File: config.mk
export PLATFORM = sky130hd
export DESIGN_NAME = alu_16
export DESIGN_NICKNAME = d
export VERILOG_FILES = /design/src/rtl/alu_16.sv
export SDC_FILE = /design/constraint.sdc
export NUM_CORES = 1
export LEC_CHECK = 0
export ABC_CLOCK_PERIOD_IN_PS = 1100
export CORE_MARGIN = 3
export CORE_UTILIZATION = 45
export DETAILED_ROUTE_END_ITERATION = 7
export DONT_BUFFER_PORTS = 1
export GPL_TIMING_DRIVEN = 0
export HOLD_SLACK_MARGIN = 0.02
export PLACE_DENSITY = 0.64
export SYNTH_ARGS = -nofsm -noshare
export SYNTH_HDL_FRONTEND = slang
export SYNTH_SLANG_ARGS = --single-unit
File: constraint.sdc
create_clock -name clk -period 1.1 [get_ports clk]
set_input_delay 0.275 -clock clk [delete_from_list [all_inputs] [get_ports clk]]
set_output_delay 0.275 -clock clk [all_outputs]
set_load 0.02 [all_outputs]
File: src/rtl/alu_16.sv
// Registered 16-bit MIPS-style ALU: result plus carry, overflow and signed-compare
// flags are captured on every rising clock edge with one cycle of latency.
module alu_16 (
    input  logic        clk,
    input  logic        rst_n,
    input  logic [15:0] x,
    input  logic [15:0] y,
    input  logic        Cin,
    input  logic [3:0]  opcode,
    output logic [15:0] out,
    output logic        Cout,
    output logic        lt,
    output logic        eq,
    output logic        gt,
    output logic        V
);

    localparam logic [3:0] OP_AND  = 4'b0000;
    localparam logic [3:0] OP_OR   = 4'b0001;
    localparam logic [3:0] OP_ADD  = 4'b0010;
    localparam logic [3:0] OP_XOR  = 4'b0011;
    localparam logic [3:0] OP_SUB  = 4'b0110;
    localparam logic [3:0] OP_SLT  = 4'b0111;
    localparam logic [3:0] OP_SLL  = 4'b1000;
    localparam logic [3:0] OP_SRL  = 4'b1001;
    localparam logic [3:0] OP_SRA  = 4'b1010;
    localparam logic [3:0] OP_SLTU = 4'b1011;
    localparam logic [3:0] OP_NOR  = 4'b1100;

    logic [16:0] add_sum;
    logic [16:0] sub_sum;
    logic [3:0]  shamt;
    logic        slt_s;
    logic        slt_u;

    logic [15:0] out_d,  out_q;
    logic        cout_d, cout_q;
    logic        v_d,    v_q;
    logic        lt_d,   lt_q;
    logic        eq_d,   eq_q;
    logic        gt_d,   gt_q;

    // Subtraction reuses the adder form x + ~y + ~Cin so Cout reads as "no borrow".
    assign add_sum = {1'b0, x} + {1'b0, y}  + {16'b0, Cin};
    assign sub_sum = {1'b0, x} + {1'b0, ~y} + {16'b0, ~Cin};
    assign shamt   = y[3:0];
    assign slt_s   = $signed(x) < $signed(y);
    assign slt_u   = x < y;

    always_comb begin
        out_d  = 16'h0000;
        cout_d = 1'b0;
        v_d    = 1'b0;
        lt_d   = slt_s;
        eq_d   = (x == y);
        gt_d   = $signed(x) > $signed(y);
        case (opcode)
            OP_AND:  out_d = x & y;
            OP_OR:   out_d = x | y;
            OP_ADD: begin
                out_d  = add_sum[15:0];
                cout_d = add_sum[16];
                v_d    = (x[15] == y[15]) && (add_sum[15] != x[15]);
            end
            OP_XOR:  out_d = x ^ y;
            OP_SUB: begin
                out_d  = sub_sum[15:0];
                cout_d = sub_sum[16];
                v_d    = (x[15] != y[15]) && (sub_sum[15] != x[15]);
            end
            OP_SLT:  out_d = {15'b0, slt_s};
            OP_SLL:  out_d = x << shamt;
            OP_SRL:  out_d = x >> shamt;
            OP_SRA:  out_d = 16'($signed(x) >>> shamt);
            OP_SLTU: out_d = {15'b0, slt_u};
            OP_NOR:  out_d = ~(x | y);
            default: out_d = 16'h0000;
        endcase
    end

    always_ff @(posedge clk or negedge rst_n) begin
        if (!rst_n) begin
            out_q  <= 16'h0000;
            cout_q <= 1'b0;
            v_q    <= 1'b0;
            lt_q   <= 1'b0;
            eq_q   <= 1'b0;
            gt_q   <= 1'b0;
        end else begin
            out_q  <= out_d;
            cout_q <= cout_d;
            v_q    <= v_d;
            lt_q   <= lt_d;
            eq_q   <= eq_d;
            gt_q   <= gt_d;
        end
    end

    assign out  = out_q;
    assign Cout = cout_q;
    assign V    = v_q;
    assign lt   = lt_q;
    assign eq   = eq_q;
    assign gt   = gt_q;

endmodule

==> flow_summary.ini, run 1 <==
[logic_synthesis]
yosys_register_bits = 21
syn_area_per_cell_um2 = 7.03
sequential_share_of_the_synthesized_area = 0.115
post-synth-top-area-fraction = 0.145
top_cells_by_area_in_the_synthesized_netlist = ha_1 15%, dfrtp_1 12%, a21oi_1 7.4%, mux2i_1 6.8%, o21ai_0 6.7%
netlist_area_um2 = 4570
syn_nets = 746
yosys_most_used_dff = dfrtp_1
synthCells = 650
synth-edff-count = 0
ys.warnings.count = 0
yosys.cell_types.count = 61
post-synth-top-area-cell = ha_1
async_flop_share = 1.00

[min_path]
hp-class = input pin to async pin

[placement]
placed_area_um2 = 5000
dpl.cell_count = 783
finalWeightedCongestion = 0.980
place_ws_ps = -1920
place.port_buffers = 0
post-dp-hpwl_um = 15800

[pwr]
power.density_cell_area_nw_per_um2 = 739
max_vdd_drop_mv = 0.606
leakagePower_uw = 0.00247
switching_share = 0.473
fin_total_pwr_uw = 4290
switchingPower_uw = 2030
seq_power_share = 0.244
internal_power_uw = 2260
share_comb_of_total_power = 0.646
pwr-share-clk = 0.110

[final_layout]
design_area_um2 = 5800
fillers = 916
multi_input_area_um2 = 4230
register_area_um2 = 526
layout.nets = 784
stdcell_count = 820
ratio_of_cells_with_drive_above_1_in_the_final_layout = 0.252
areaGrowthSynthToFinish_pct = 26.9
num_antenna_cells = 0

[floorplan]
std_cell_rows = 36
fp.dieArea_um2 = 11400
die_w_um = 107
number_of_top_level_design_ports = 60
dieHeight_um = 107
design.core.area_um2 = 9820
initial_utilization = 0.465

[timing]
final.setup.worst_slack_ps = -1570
grt_setup_unrepaired = true
layout_worst_path_cycle_share = 2.43
worst_max_slew_margin_expressed_relative_to_the_limit = 0.422
fin_worst_hold_slack_ps = 207
final_period_minus_worst_setup_slack_ps = 2670
report.final.slew_viol_count = 0
report.final.hold_viol_count = 0
clock.fmax_mhz = 374
slew_at_the_pin_with_the_worst_max_slew_slack_ps = 867
finalSetupViolCount = 21

[cts]
tritoncts.num_buffers = 3
cts.htree.levels = 1
tritoncts = built
clk_transition_reported_paths_ps = 70
tritoncts_num_sinks = 21
ctsRootBufferMaster = clkbuf_8
cts.path.max_buffers = 2

[global_route]
global_route.overflow_total = 0
gr-usage-all-layers = 0.343
grt_first_pass_wirelength_um = 30000
antenna_found_initial = 1
grt_start_max_net_pins = 22
number_of_global_route_vias_before_repair = 5149

[routing]
route.detailed.drc = 0
first_pass_iters = 5
wl_per_cell_um = 25.2
detail_route.vias_per_cell = 6.82
via_count = 5591
wl_um = 20700
drt_first_iter_violations = 762
antenna_left = 0

[setup_path]
cpMaxStageDelayCell = fa_2
crit_path_start_kind = input pin
arrival_ps = 2780
crit_path_start = y[0]
worst_ep_required_time_ps = 1200
crit_path_max_fanout = 4
critical_path_cell_by_cell = buf_12 -> buf_12 -> buf_8 -> inv_8 -> fa_2 -> inv_2 -> fa_2 -> o21bai_1 -> a21oi_2 -> buf_4 -> o31a_1 -> nor3_2 -> o21ai_1 -> o21ai_1 -> xor2_2 -> o221ai_1
criticalPathCategory = input pin to flip-flop
timing.critical_path.to_type = flip-flop
cpPeakStageDelay_ps = 350

[flow_run]
drv.max_cap_violation_count = 0

[run_status]
failed_checks = negative setup slack
run_status = complete, but fails checks
-- cell families (layout without fill, tap and decap cells) --
| kind of cell | Yosys count | count (layout) | synth area share |
|---|---|---|---|
| AO/OA/AOI/OAI | 238 | 238 | 0.337 |
| AND/OR/NAND/NOR | 189 | 189 | 0.187 |
| buffers and inverters | 95 | 132 | 0.0797 |
| adder cells (fa/ha/maj) | 57 | 57 | 0.163 |
| multiplexers | 40 | 40 | 0.0999 |
| flip-flops | 21 | 21 | 0.115 |
| XOR/XNOR | 10 | 10 | 0.0192 |
-- synth_stat cells, types with 5 or more instances --
cell      instances
nor2_1           70
a21oi_1          68
o211ai_1          8
o221ai_1          6
clkbuf_1         30
nand2b_1          8
a221oi_1          6
inv_1            52
a22oi_1           6
o21bai_1          7
o22ai_1           9
nor3_1           17
ha_1             53
nand2_1          53
o21ai_0          61
nor2b_1           7
o32ai_1           5
mux2i_1          31
nand3_1           9
a21o_1            5
buf_2             5
mux2_2            5
and3_1            5
buf_1             6
a31oi_1           8
xnor2_1           7
dfrtp_1          21
a211oi_1         15
-- per-layer routing --
layer | global-route usage | part of all wire | up-vias
met3 | 0.0578 | 0.12 | 71
met1 | 0.459 | 0.38 | 2679
li1 | - | - | 2434
met5 | 0 | 0.00068 | -
met2 | 0.563 | 0.46 | 405
met4 | 0.111 | 0.036 | 2
-- sequential cells by signal, indices dropped and copies added, names as in the netlist --
name  flops
Cout      1
V         1
eq        1
gt        1
lt        1
out      16
-- path summary, 6_finish.rpt --
check,endpoint,slack [ps],cells past startpoint
setup / recovery,out[10]$_DFF_PN0_,-1570,16
hold / removal,out[10]$_DFF_PN0_,210,1
max in group asynchronous,out[11]$_DFF_PN0_,360,1
min in group clk,V$_DFF_PN0_,260,2
-- per-stage QoR --
stage,utilization,TNS (ps)
floorplan,-,-22200
global placement,0.510,-31970
detailed placement,0.510,-31930
CTS,0.555,-24470
global route,0.591,-24550
finish,0.591,-23830
-- cell type report --
type | count | share of cell area
plain buffers | 38 | 0.0533
clock buffers | 4 | 0.00777
inverters | 53 | 0.0380
multi-input cells | 534 | 0.729
flip-flops and latches | 21 | 0.0906
well taps | 133 | 0.0287
repair buffers | 37 | 0.0526
-- worst max-delay path, delay by kind of cell --
family	cells	cell delay, ps
adders and majority gates	2	550
AOI/OAI and AO/OA	6	970
and+or+nand+nor	1	130
xor gates and xnor gates	1	260
buffers and inverters	6	580
-- power by group through the flow --
stage | clock network [µW] | registers, µW | logic [µW]
global route | 519 | 1060 | 2910
finish | 471 | 1050 | 2770
detailed placement | 0 | 1070 | 2130
floorplan | 0 | 1050 | 1570
global placement | 0 | 1060 | 2120
CTS | 493 | 1050 | 2420
-- what timing repair did --
| action | in CTS | in global routing |
|---|---|---|
| setup endpoints to repair | 21 | 42 |
| setup buffers | 26 | 11 |
| hold buffers | 1 | 0 |
| endpoints found under the hold margin | 21 | 0 |
| pin swaps | 38 | 35 |
| resized for setup | 62 | 63 |
-- cell usage in the layout (no fill, tap or decap), types with 6 or more instances in the layout --
cell,instances
dfrtp_1,21
o21ai_1,15
nor2b_1,6
o21ai_0,35
a211oi_1,11
a31oi_1,6
mux2i_1,28
clkbuf_1,15
a22oi_1,6
ha_4,9
xnor2_2,6
a21oi_1,55
clkbuf_2,9
buf_6,7
nor3_1,12
o211ai_1,8
nand2b_1,8
inv_1,45
a21oi_2,11
buf_4,30
nand2_1,49
nand3_1,7
nor2_1,65
ha_1,42
o21ai_2,12
o22ai_1,7
Note: power is estimated with default switching activity, not from simulation.
==> run 2: changes to the inputs <==
==> config.mk (replaced) <==
export PLATFORM = sky130hd
export DESIGN_NAME = alu_16
export DESIGN_NICKNAME = d
export VERILOG_FILES = /design/src/rtl/alu_16.sv
export SDC_FILE = /design/constraint.sdc
export NUM_CORES = 1
export LEC_CHECK = 0
export CORE_MARGIN = 3
export CORE_UTILIZATION = 45
export DETAILED_ROUTE_END_ITERATION = 7
export GPL_TIMING_DRIVEN = 0
export HOLD_SLACK_MARGIN = 0.02
export PLACE_DENSITY = 0.71
export SYNTH_ARGS = -nofsm -noshare
export SYNTH_HDL_FRONTEND = slang
export SYNTH_SLANG_ARGS = --single-unit
==> flow_summary.ini, run 2 (synthesis gave the netlist of run 1 again) <==
[run_status]
run_status = complete, but fails checks
failed_checks = negative setup slack

[routing]
wl_per_cell_um = 24.3
drt_first_iter_violations = 868
via_count = 6028
wl_um = 21900
first_pass_iters = 8
detail_route.vias_per_cell = 6.69
route.detailed.drc = 0
antenna_left = 0

[pwr]
internal_power_uw = 2650
share_comb_of_total_power = 0.727
switchingPower_uw = 2400
power.density_cell_area_nw_per_um2 = 735
seq_power_share = 0.177
fin_total_pwr_uw = 5040
leakagePower_uw = 0.00296
switching_share = 0.475
max_vdd_drop_mv = 0.700
pwr-share-clk = 0.096

[floorplan]
dieHeight_um = 107
die_w_um = 107
initial_utilization = 0.465
fp.dieArea_um2 = 11400
number_of_top_level_design_ports = 60
design.core.area_um2 = 9820
std_cell_rows = 36

[placement]
finalWeightedCongestion = 1.02
post-dp-hpwl_um = 15400
place.port_buffers = 58
placed_area_um2 = 5590

[timing]
finalSetupViolCount = 21
report.final.hold_viol_count = 0
worst_max_slew_margin_expressed_relative_to_the_limit = 0.406
report.final.slew_viol_count = 0
grt_setup_unrepaired = true
layout_worst_path_cycle_share = 2.53
final_period_minus_worst_setup_slack_ps = 2780
clock.fmax_mhz = 359
slew_at_the_pin_with_the_worst_max_slew_slack_ps = 885
setup_tns_ps = -26680
fin_worst_hold_slack_ps = 99.9
final.setup.worst_slack_ps = -1680

[global_route]
number_of_global_route_vias_before_repair = 5529
grt_first_pass_wirelength_um = 31600
gr-usage-all-layers = 0.359
grt_start_max_net_pins = 22
global_route.overflow_total = 0
antenna_found_initial = 0

[final_layout]
largest_reg_flops = 16
most-common-layout-cells = 60 x nor2_1, 51 x a21oi_1, 50 x buf_4, 49 x nand2_1, 36 x ha_1
layout.nets = 865
areaGrowthSynthToFinish_pct = 50.2
utilization = 0.699
layout.cells.most_common = nor2_1
design_area_um2 = 6860
fillers = 827
ratio_of_cells_with_drive_above_1_in_the_final_layout = 0.398
num_antenna_cells = 0

[cts]
tritoncts_num_sinks = 21
tritoncts.num_buffers = 3
ctsRootBufferMaster = clkbuf_8
clk_transition_reported_paths_ps = 70
tritoncts = built
cts.path.max_buffers = 2
cts.htree.levels = 1

[setup_path]
arrival_ps = 2890
cpPeakStageDelay_ps = 420
crit_path_max_fanout = 2
critPathMostFrequentCell = buf_6
critical_path_cell_by_cell = buf_8 -> buf_8 -> buf_12 -> buf_12 -> clkinv_8 -> fa_2 -> inv_2 -> fa_2 -> buf_4 -> buf_6 -> buf_6 -> buf_6 -> buf_6 -> a221oi_4 -> a21oi_2 -> nor4_2 -> o21ai_1
crit_path_start_kind = input pin
worst_ep_required_time_ps = 1210
timing.critical_path.to_type = flip-flop
criticalPathCategory = input pin to flip-flop
cpMaxStageDelayCell = fa_2

[min_path]
hp-class = input pin to async pin

[flow_run]
drv.max_cap_violation_count = 0
run 2: critical path, delay by kind of cell:
family          cells  cell delay (ps)
fa+ha+maj           2              620
compound gates      3              520
simple gates        1              350
buf+inv            11             1100
run 2: repair_timing:
item | in CTS | in global routing
hold buffers | 0 | 0
resized for setup | 374 | 82
setup endpoints to repair | 42 | 42
pin swaps | 58 | 58
buffers inserted | 49 | 13
run 2: worst paths after layout:
path,slack [ps],end,from
worst max-delay path,-1680,out[2]$_DFF_PN0_,y[0]
worst min-delay path,100,Cout$_DFF_PN0_,rst_n
max in group asynchronous,480,out[1]$_DFF_PN0_,rst_n
min in group clk,560,out[11]$_DFF_PN0_,y[11]
run 2: cell type report:
cell class                      count  area, µm²  area share
Timing Repair Buffer              120        980       0.143
Multi-Input combinational cell    534       4530       0.660
Clock inverter                      1       5.00    0.000729
Sequential cell                    21        526      0.0766
Tap cell                          133        166      0.0242
Clock buffer                        3       41.3     0.00602
Buffer                             36        370      0.0540
Inverter                           53        244      0.0355
run 2: per-stage QoR:
step	cells	worst slack [ps]
floorplan	650	-1490
global placement	841	-2510
detailed placement	841	-2510
CTS	888	-1650
global route	901	-1720
finish	901	-1680
run 2: power groups by stage:
stage	clock, µW	sequential, µW	combinational [µW]
finish	485	892	3670
global route	533	902	3820
CTS	494	894	3170
detailed placement	0	913	2720
global placement	0	911	2700
floorplan	0	1050	1570
run 2: per-layer routing:
layer | global-route usage | share of wire
met5 | 0 | 0
met2 | 0.571 | 0.44
met4 | 0.179 | 0.063
met3 | 0.0747 | 0.12
met1 | 0.462 | 0.37
==> run 3: changes to the inputs <==
--- a/config.mk
+++ b/config.mk
@@ -5,8 +5,10 @@
 export SDC_FILE = /design/constraint.sdc
 export NUM_CORES = 1
 export LEC_CHECK = 0
+export CAP_MARGIN = 20
 export CORE_MARGIN = 3
 export CORE_UTILIZATION = 45
+export CTS_CLUSTER_SIZE = 25
 export DETAILED_ROUTE_END_ITERATION = 7
 export GPL_TIMING_DRIVEN = 0
 export HOLD_SLACK_MARGIN = 0.02
==> results of run 3 <==
No change in the layout: final DEF, timing and power equal those of run 2.
